==> src/rtl/cu_issue.sv <==
// Decode-and-issue buffer: decodes RV32IM fields at push, queues them in a FIFO and issues
// in order, stalling for multi-cycle MUL/DIV occupancy. ALU codes: NO_OP=0 ADD=1 SUB=2 SLL=3
// SLT=4 SLTU=5 XOR=6 SRL=7 SRA=8 OR=9 AND=10 EQU=11 NEQ=12 SGE=13 SGEU=14.
module cu_issue #(
  parameter int unsigned DEPTH   = 4,
  parameter int unsigned MUL_LAT = 2,
  parameter int unsigned DIV_LAT = 8
) (
  input  logic                     clk,
  input  logic                     rst,
  input  logic                     in_valid,
  output logic                     in_ready,
  input  logic [6:0]               opcode_i,
  input  logic [2:0]               func3_i,
  input  logic [6:0]               func7_i,
  input  logic                     flush_i,
  output logic                     out_valid,
  input  logic                     out_ready,
  output logic [4:0]               ALUctrl_o,
  output logic                     reg_we_o,
  output logic                     op_b_sel_o,
  output logic                     reg1_RE_o,
  output logic                     reg2_RE_o,
  output logic                     mdu_o,
  output logic [2:0]               mdu_op_o,
  output logic                     illegal_o,
  output logic                     mdu_busy_o,
  output logic [$clog2(DEPTH):0]   count_o
);

  localparam int unsigned PtrW   = $clog2(DEPTH);
  localparam int unsigned CntW   = PtrW + 1;
  localparam int unsigned MaxLat = (DIV_LAT > MUL_LAT) ? DIV_LAT : MUL_LAT;
  localparam int unsigned LatW   = $clog2(MaxLat + 1);

  localparam logic [LatW-1:0] MulCnt = LatW'(MUL_LAT - 1);
  localparam logic [LatW-1:0] DivCnt = LatW'(DIV_LAT - 1);

  localparam logic [4:0] AluNoOp = 5'd0,  AluAdd = 5'd1,  AluSub = 5'd2,  AluSll = 5'd3;
  localparam logic [4:0] AluSlt  = 5'd4,  AluSltu = 5'd5, AluXor = 5'd6,  AluSrl = 5'd7;
  localparam logic [4:0] AluSra  = 5'd8,  AluOr  = 5'd9,  AluAnd = 5'd10, AluEqu = 5'd11;
  localparam logic [4:0] AluNeq  = 5'd12, AluSge = 5'd13, AluSgeu = 5'd14;

  localparam logic [6:0] OpLui = 7'b0110111, OpAuipc = 7'b0010111, OpJal = 7'b1101111;
  localparam logic [6:0] OpJalr = 7'b1100111, OpBranch = 7'b1100011, OpLoad = 7'b0000011;
  localparam logic [6:0] OpStore = 7'b0100011, OpImm = 7'b0010011, OpReg = 7'b0110011;

  typedef struct packed {
    logic [4:0] alu;
    logic       we;
    logic       bsel;
    logic       r1;
    logic       r2;
    logic       mdu;
    logic [2:0] mop;
    logic       ill;
  } entry_t;

  typedef enum logic {StIssue, StMduBusy} state_e;

  function automatic logic [4:0] alu_f3(input logic [2:0] f3, input logic alt);
    case (f3)
      3'b000:  return alt ? AluSub : AluAdd;
      3'b001:  return AluSll;
      3'b010:  return AluSlt;
      3'b011:  return AluSltu;
      3'b100:  return AluXor;
      3'b101:  return alt ? AluSra : AluSrl;
      3'b110:  return AluOr;
      default: return AluAnd;
    endcase
  endfunction

  entry_t dec;
  entry_t head;
  entry_t mem [DEPTH];

  logic [PtrW-1:0] wr_q, rd_q;
  logic [CntW-1:0] count_q;
  logic [LatW-1:0] cnt_q, cnt_d, lat_cnt;
  state_e          state_q, state_d;
  logic            push, pop;

  always_comb begin
    dec = '0;
    unique case (opcode_i)
      OpLui, OpAuipc, OpJal: begin
        dec.alu = AluAdd; dec.we = 1'b1; dec.bsel = 1'b1;
      end
      OpJalr: begin
        dec.alu = AluAdd; dec.we = 1'b1; dec.bsel = 1'b1; dec.r1 = 1'b1;
        dec.ill = (func3_i != 3'b000);
      end
      OpLoad: begin
        dec.alu = AluAdd; dec.we = 1'b1; dec.bsel = 1'b1; dec.r1 = 1'b1;
        dec.ill = (func3_i == 3'b011) || (func3_i[2:1] == 2'b11);
      end
      OpStore: begin
        dec.alu = AluAdd; dec.bsel = 1'b1; dec.r1 = 1'b1; dec.r2 = 1'b1;
        dec.ill = (func3_i[2] || func3_i == 3'b011);
      end
      OpBranch: begin
        dec.bsel = 1'b1; dec.r1 = 1'b1; dec.r2 = 1'b1;
        case (func3_i)
          3'b000:  dec.alu = AluEqu;
          3'b001:  dec.alu = AluNeq;
          3'b100:  dec.alu = AluSlt;
          3'b101:  dec.alu = AluSge;
          3'b110:  dec.alu = AluSltu;
          3'b111:  dec.alu = AluSgeu;
          default: dec.ill = 1'b1;
        endcase
      end
      OpImm: begin
        dec.we = 1'b1; dec.bsel = 1'b1; dec.r1 = 1'b1;
        // Only the shift-immediates carry func7; SUB has no immediate form.
        dec.alu = alu_f3(func3_i, func3_i == 3'b101 && func7_i[5]);
        if (func3_i == 3'b001) dec.ill = (func7_i != 7'b0000000);
        if (func3_i == 3'b101) dec.ill = (func7_i != 7'b0000000) && (func7_i != 7'b0100000);
      end
      OpReg: begin
        dec.we = 1'b1; dec.r1 = 1'b1; dec.r2 = 1'b1;
        if (func7_i == 7'b0000001) begin
          dec.mdu = 1'b1; dec.mop = func3_i; dec.alu = AluNoOp;
        end else if (func7_i == 7'b0000000) begin
          dec.alu = alu_f3(func3_i, 1'b0);
        end else if (func7_i == 7'b0100000 && (func3_i == 3'b000 || func3_i == 3'b101)) begin
          dec.alu = alu_f3(func3_i, 1'b1);
        end else begin
          dec.ill = 1'b1;
        end
      end
      default: dec.ill = 1'b1;
    endcase
    if (dec.ill) begin
      dec     = '0;
      dec.ill = 1'b1;
    end
  end

  assign in_ready = (count_q < CntW'(DEPTH));
  assign push     = in_valid && in_ready && !flush_i;
  assign pop      = out_valid && out_ready;

  always_ff @(posedge clk or posedge rst) begin
    if (rst) begin
      wr_q    <= '0;
      rd_q    <= '0;
      count_q <= '0;
    end else if (flush_i) begin
      wr_q    <= '0;
      rd_q    <= '0;
      count_q <= '0;
    end else begin
      if (push) wr_q <= wr_q + PtrW'(1);
      if (pop)  rd_q <= rd_q + PtrW'(1);
      if (push && !pop)      count_q <= count_q + CntW'(1);
      else if (!push && pop) count_q <= count_q - CntW'(1);
    end
  end

  always_ff @(posedge clk) begin
    if (push) mem[wr_q] <= dec;
  end

  assign head    = (count_q != '0) ? mem[rd_q] : '0;
  assign lat_cnt = head.mop[2] ? DivCnt : MulCnt;

  always_ff @(posedge clk or posedge rst) begin
    if (rst) begin
      state_q <= StIssue;
      cnt_q   <= '0;
    end else begin
      state_q <= state_d;
      cnt_q   <= cnt_d;
    end
  end

  always_comb begin
    state_d = state_q;
    cnt_d   = cnt_q;
    unique case (state_q)
      StIssue: begin
        // Single-cycle MDU ops (LAT=1 -> lat_cnt=0) never leave ISSUE.
        if (pop && head.mdu && lat_cnt != '0) begin
          state_d = StMduBusy;
          cnt_d   = lat_cnt;
        end
      end
      StMduBusy: begin
        if (cnt_q <= LatW'(1)) begin
          state_d = StIssue;
          cnt_d   = '0;
        end else begin
          cnt_d = cnt_q - LatW'(1);
        end
      end
      default: state_d = StIssue;
    endcase
  end

  always_comb begin
    out_valid  = (state_q == StIssue) && (count_q != '0);
    mdu_busy_o = (state_q == StMduBusy);
  end

  assign count_o    = count_q;
  assign ALUctrl_o  = head.alu;
  assign reg_we_o   = head.we;
  assign op_b_sel_o = head.bsel;
  assign reg1_RE_o  = head.r1;
  assign reg2_RE_o  = head.r2;
  assign mdu_o      = head.mdu;
  assign mdu_op_o   = head.mop;
  assign illegal_o  = head.ill;

endmodule

==> config.mk <==
export PLATFORM = sky130hd
export DESIGN_NAME = cu_issue
export DESIGN_NICKNAME = d
export VERILOG_FILES = /design/src/rtl/cu_issue.sv
export SDC_FILE = /design/constraint.sdc
export NUM_CORES = 1
export LEC_CHECK = 0
export CORE_MARGIN = 2
export CORE_UTILIZATION = 48
export DETAILED_ROUTE_END_ITERATION = 6
export DONT_BUFFER_PORTS = 1
export HOLD_SLACK_MARGIN = 0.08
export PLACE_DENSITY = 0.69
export REMOVE_ABC_BUFFERS = 1
export SLEW_MARGIN = 20
export SYNTH_ARGS = -nofsm -noshare
export SYNTH_HDL_FRONTEND = slang
export SYNTH_SLANG_ARGS = --single-unit
==> constraint.sdc <==
create_clock -name clk -period 3 [get_ports clk]
set_input_delay 0.6 -clock clk [delete_from_list [all_inputs] [get_ports clk]]
set_output_delay 0.6 -clock clk [all_outputs]
set_load 0.02 [all_outputs]
==> flow_summary.yaml <==
logic_synthesis:
  ys_seq_area_share_pct: 53.6
  synthArstFlopShare_pct: 18.8
  synth_compound_area_share_pct: 9.81
  synthSimpleGateAreaFrac_pct: 16.1
  ys_ff_latch: 64
  synthAdderAreaFrac_pct: 5.26
  yosys.area.top_type: "edfxtp_1"
  synth_top_family_by_area: "simple AND/OR/NAND/NOR gates"
  synthFlopType: "edfxtp_1"
  yosysUniqueCellTypes: 53
  synth_mux_area_share_pct: 9.05
  synth_edf_count: 52
  synth_xor_area_share_pct: 2.27
  ys_warn_count: 0
  syn-cell-area_um2: 3470
  yosys.area.top_type_share_pct: 45.0
  synth_cells: 280
  synth.avg_cell_area_um2: 12.4
  synth.area.top_cells: "edfxtp_1 (45%), dfrtp_1 (8.7%), mux4_2 (8.4%)"
clock_tree:
  numCtsBuffers: 9
  hold_buffers: 0
  postCtsSetupRepairBufs: 0
  cts_max_level: 3
  clkSinkCount: 64
  clk_path_buf_depth: 2
  tritoncts: "built"
  worstSkewPairLatency_ps: 320
  clk_pin_slew_worst_paths_ps: 70
  clock-root-buffer: "clkbuf_8"
  ctsResizeCount: 0
pwr:
  ir_drop_mv: 0.206
  total_leakage_power_nw: 1.28
  power_density_nw_per_um2: 740
floorplan:
  die_h_um: 89.0
  die_x_um: 89.0
  die_area_um2: 7930
  core-area_um2: 6910
  pin_count: 42
  initial_core_util_pct: 50.3
  num_rows: 30
setup_path:
  arrival_ps: 2650
  end_kind: "flip-flop"
  crit_buf_inv: 1
  crit_path_start_kind: "flip-flop"
  cp_common_cell: "nor2b_1"
  r2r_slack_ps: 570
  cp_cell_sequence: "or3_1 > and3_1 > nor2b_1 > fa_1 > inv_1 > a21oi_1 > o221ai_1 > nor2b_1"
  crit_slowest_cell: "or3_1"
  r2r-end: "count_o[2]$_DFFE_PP0P_"
  worstPathMaxFanout: 15
  worstPathRequired_ps: 3210
  cp-startpoint: "count_o[0]$_DFFE_PP0P_"
  cp_top_family: "simple AND/OR/NAND/NOR gates"
  ff2ff_path_depth: 8
  r2r_start: "count_o[0]$_DFFE_PP0P_"
  slowest_delay_ps: 600
  setup.worst_path.class: "reg -> reg"
route:
  vias: 2116
  ant_nets: 0
  wl_um: 6170
  drt_first_iter_violations: 79
  drcViolationCount: 0
  viasPerCell: 5.61
  wire_per_inst_um: 16.4
  first_pass_iters: 4
global_routing:
  overflow: 0
  grt_usage_pct: 16.9
  grt_pass1_vias: 2073
  grt_max_degree: 24
  grt_pass1_wl_um: 10100
  antenna_found_initial: 0
timing:
  rsz0062_at_grt: "false"
  setup_slack_ps: 568
  setup_viol: 0
  relSlewSlack_pct: 54.5
  max_freq_ghz: 0.411
  tns_ps: 0
  period_minus_slack_ps: 2430
  tightest_slew_ps: 683
  hold_viol_final: 0
  finClkSkew_ps: 7.77
  period_share_pct: 81.1
  maxSlewViolCount: 0
place:
  dp_hpwl_um: 4280
  dpl_worst_slack_ps: 509
  place_congestion: 0.763
  io_buffers: 0
run_status:
  status: "finished clean"
cells_and_area:
  final_util_pct: 54.0
  drive_gt1_share_pct: 12.8
  nNetsFinal: 312
  num_antenna_cells: 0
  syn_to_final_growth_pct: 7.50
hold_path:
  hp-class: "in -> async"
run:
  cap_violations: 0
[power by group]
part	leakage (nW)	switching, mW	internal, mW	total (mW)
clock network	0.100	0.287	0.460	0.747
logic	0.527	0.507	0.337	0.844
registers	0.654	0.111	1.06	1.17
total	1.28	0.905	1.86	2.76
[per-layer routing]
layer,track usage (%),share of wire [%],vias to the layer above
met1,23.5,43,1025
met4,8.96,1.2,0
met2,26.1,50,63
met5,0,0,-
met3,2.31,5.5,6
li1,-,-,1022
[cells in the mapped netlist (5+ instances only)]
cell type  count
a31oi_1        5
a21oi_1       10
inv_1         14
clkbuf_1       9
buf_2          5
nor2b_1        8
edfxtp_1      52
nor2_1        19
nand2_1       20
o21ai_0       11
xnor2_1        6
nand2b_1       5
ha_1          13
mux4_2        13
dfrtp_1       12
and2_1        21
[placed cells by master, fill, tap and decap left out, types with 5 or more instances in the layout]
master,n
ha_1,13
xnor2_1,6
clkbuf_8,9
o21ai_0,11
dfrtp_1,12
a21oi_1,10
inv_1,14
mux4_2,13
nand2b_1,5
nor2b_1,8
nor2_1,19
and2_1,21
nand2_1,20
edfxtp_1,52
a31oi_1,5
[stage by stage]
stage / total power [mW] / hold WS, ps / cells / cell area, um^2
2_1_floorplan: 1.88 / 465 / 263 / 3390
3_3_place_gp: 2.02 / 518 / 361 / 3530
3_5_place_dp: 2.05 / 522 / 361 / 3530
4_1_cts: 2.80 / 164 / 377 / 3730
5_1_grt: 2.91 / 193 / 377 / 3730
6_report: 2.76 / 169 / 377 / 3730
[cell families after synthesis]
logic type,after synthesis
AO/OA/AOI/OAI,49
multiplexers,15
flip-flops,64
adder cells (fa/ha/maj),14
other,1
buffers and inverters,31
AND/OR/NAND/NOR,97
XOR/XNOR,9
[worst max path at each step]
stage / endpoint / slack [ps] / cells after the start
floorplan: mem[0][9]$_DFFE_PP_ / 740 / 5
global placement: mem[0][10]$_DFFE_PP_ / 570 / 5
detailed placement: count_o[2]$_DFFE_PP0P_ / 510 / 8
CTS: count_o[2]$_DFFE_PP0P_ / 480 / 8
global route: count_o[2]$_DFFE_PP0P_ / 390 / 8
finish: count_o[2]$_DFFE_PP0P_ / 570 / 8
[flip-flops by register name, indices dropped and copies added, names as in the netlist]
| name | count |
|---|---|
| mem | 52 |
| cnt_q | 4 |
| count_o | 3 |
| rd_q | 2 |
| wr_q | 2 |
| mdu_busy_o | 1 |
[final cells by class]
class / count / area, um^2
clock buffers: 11 / 131
clock inverters: 5 / 71.3
fillers: 605 / 3180
inverters: 14 / 52.6
multi-input cells: 185 / 1480
flip-flops and latches: 64 / 1860
well taps: 96 / 120
repair buffers: 2 / 15.0
Power figures use the tool's default switching activity.
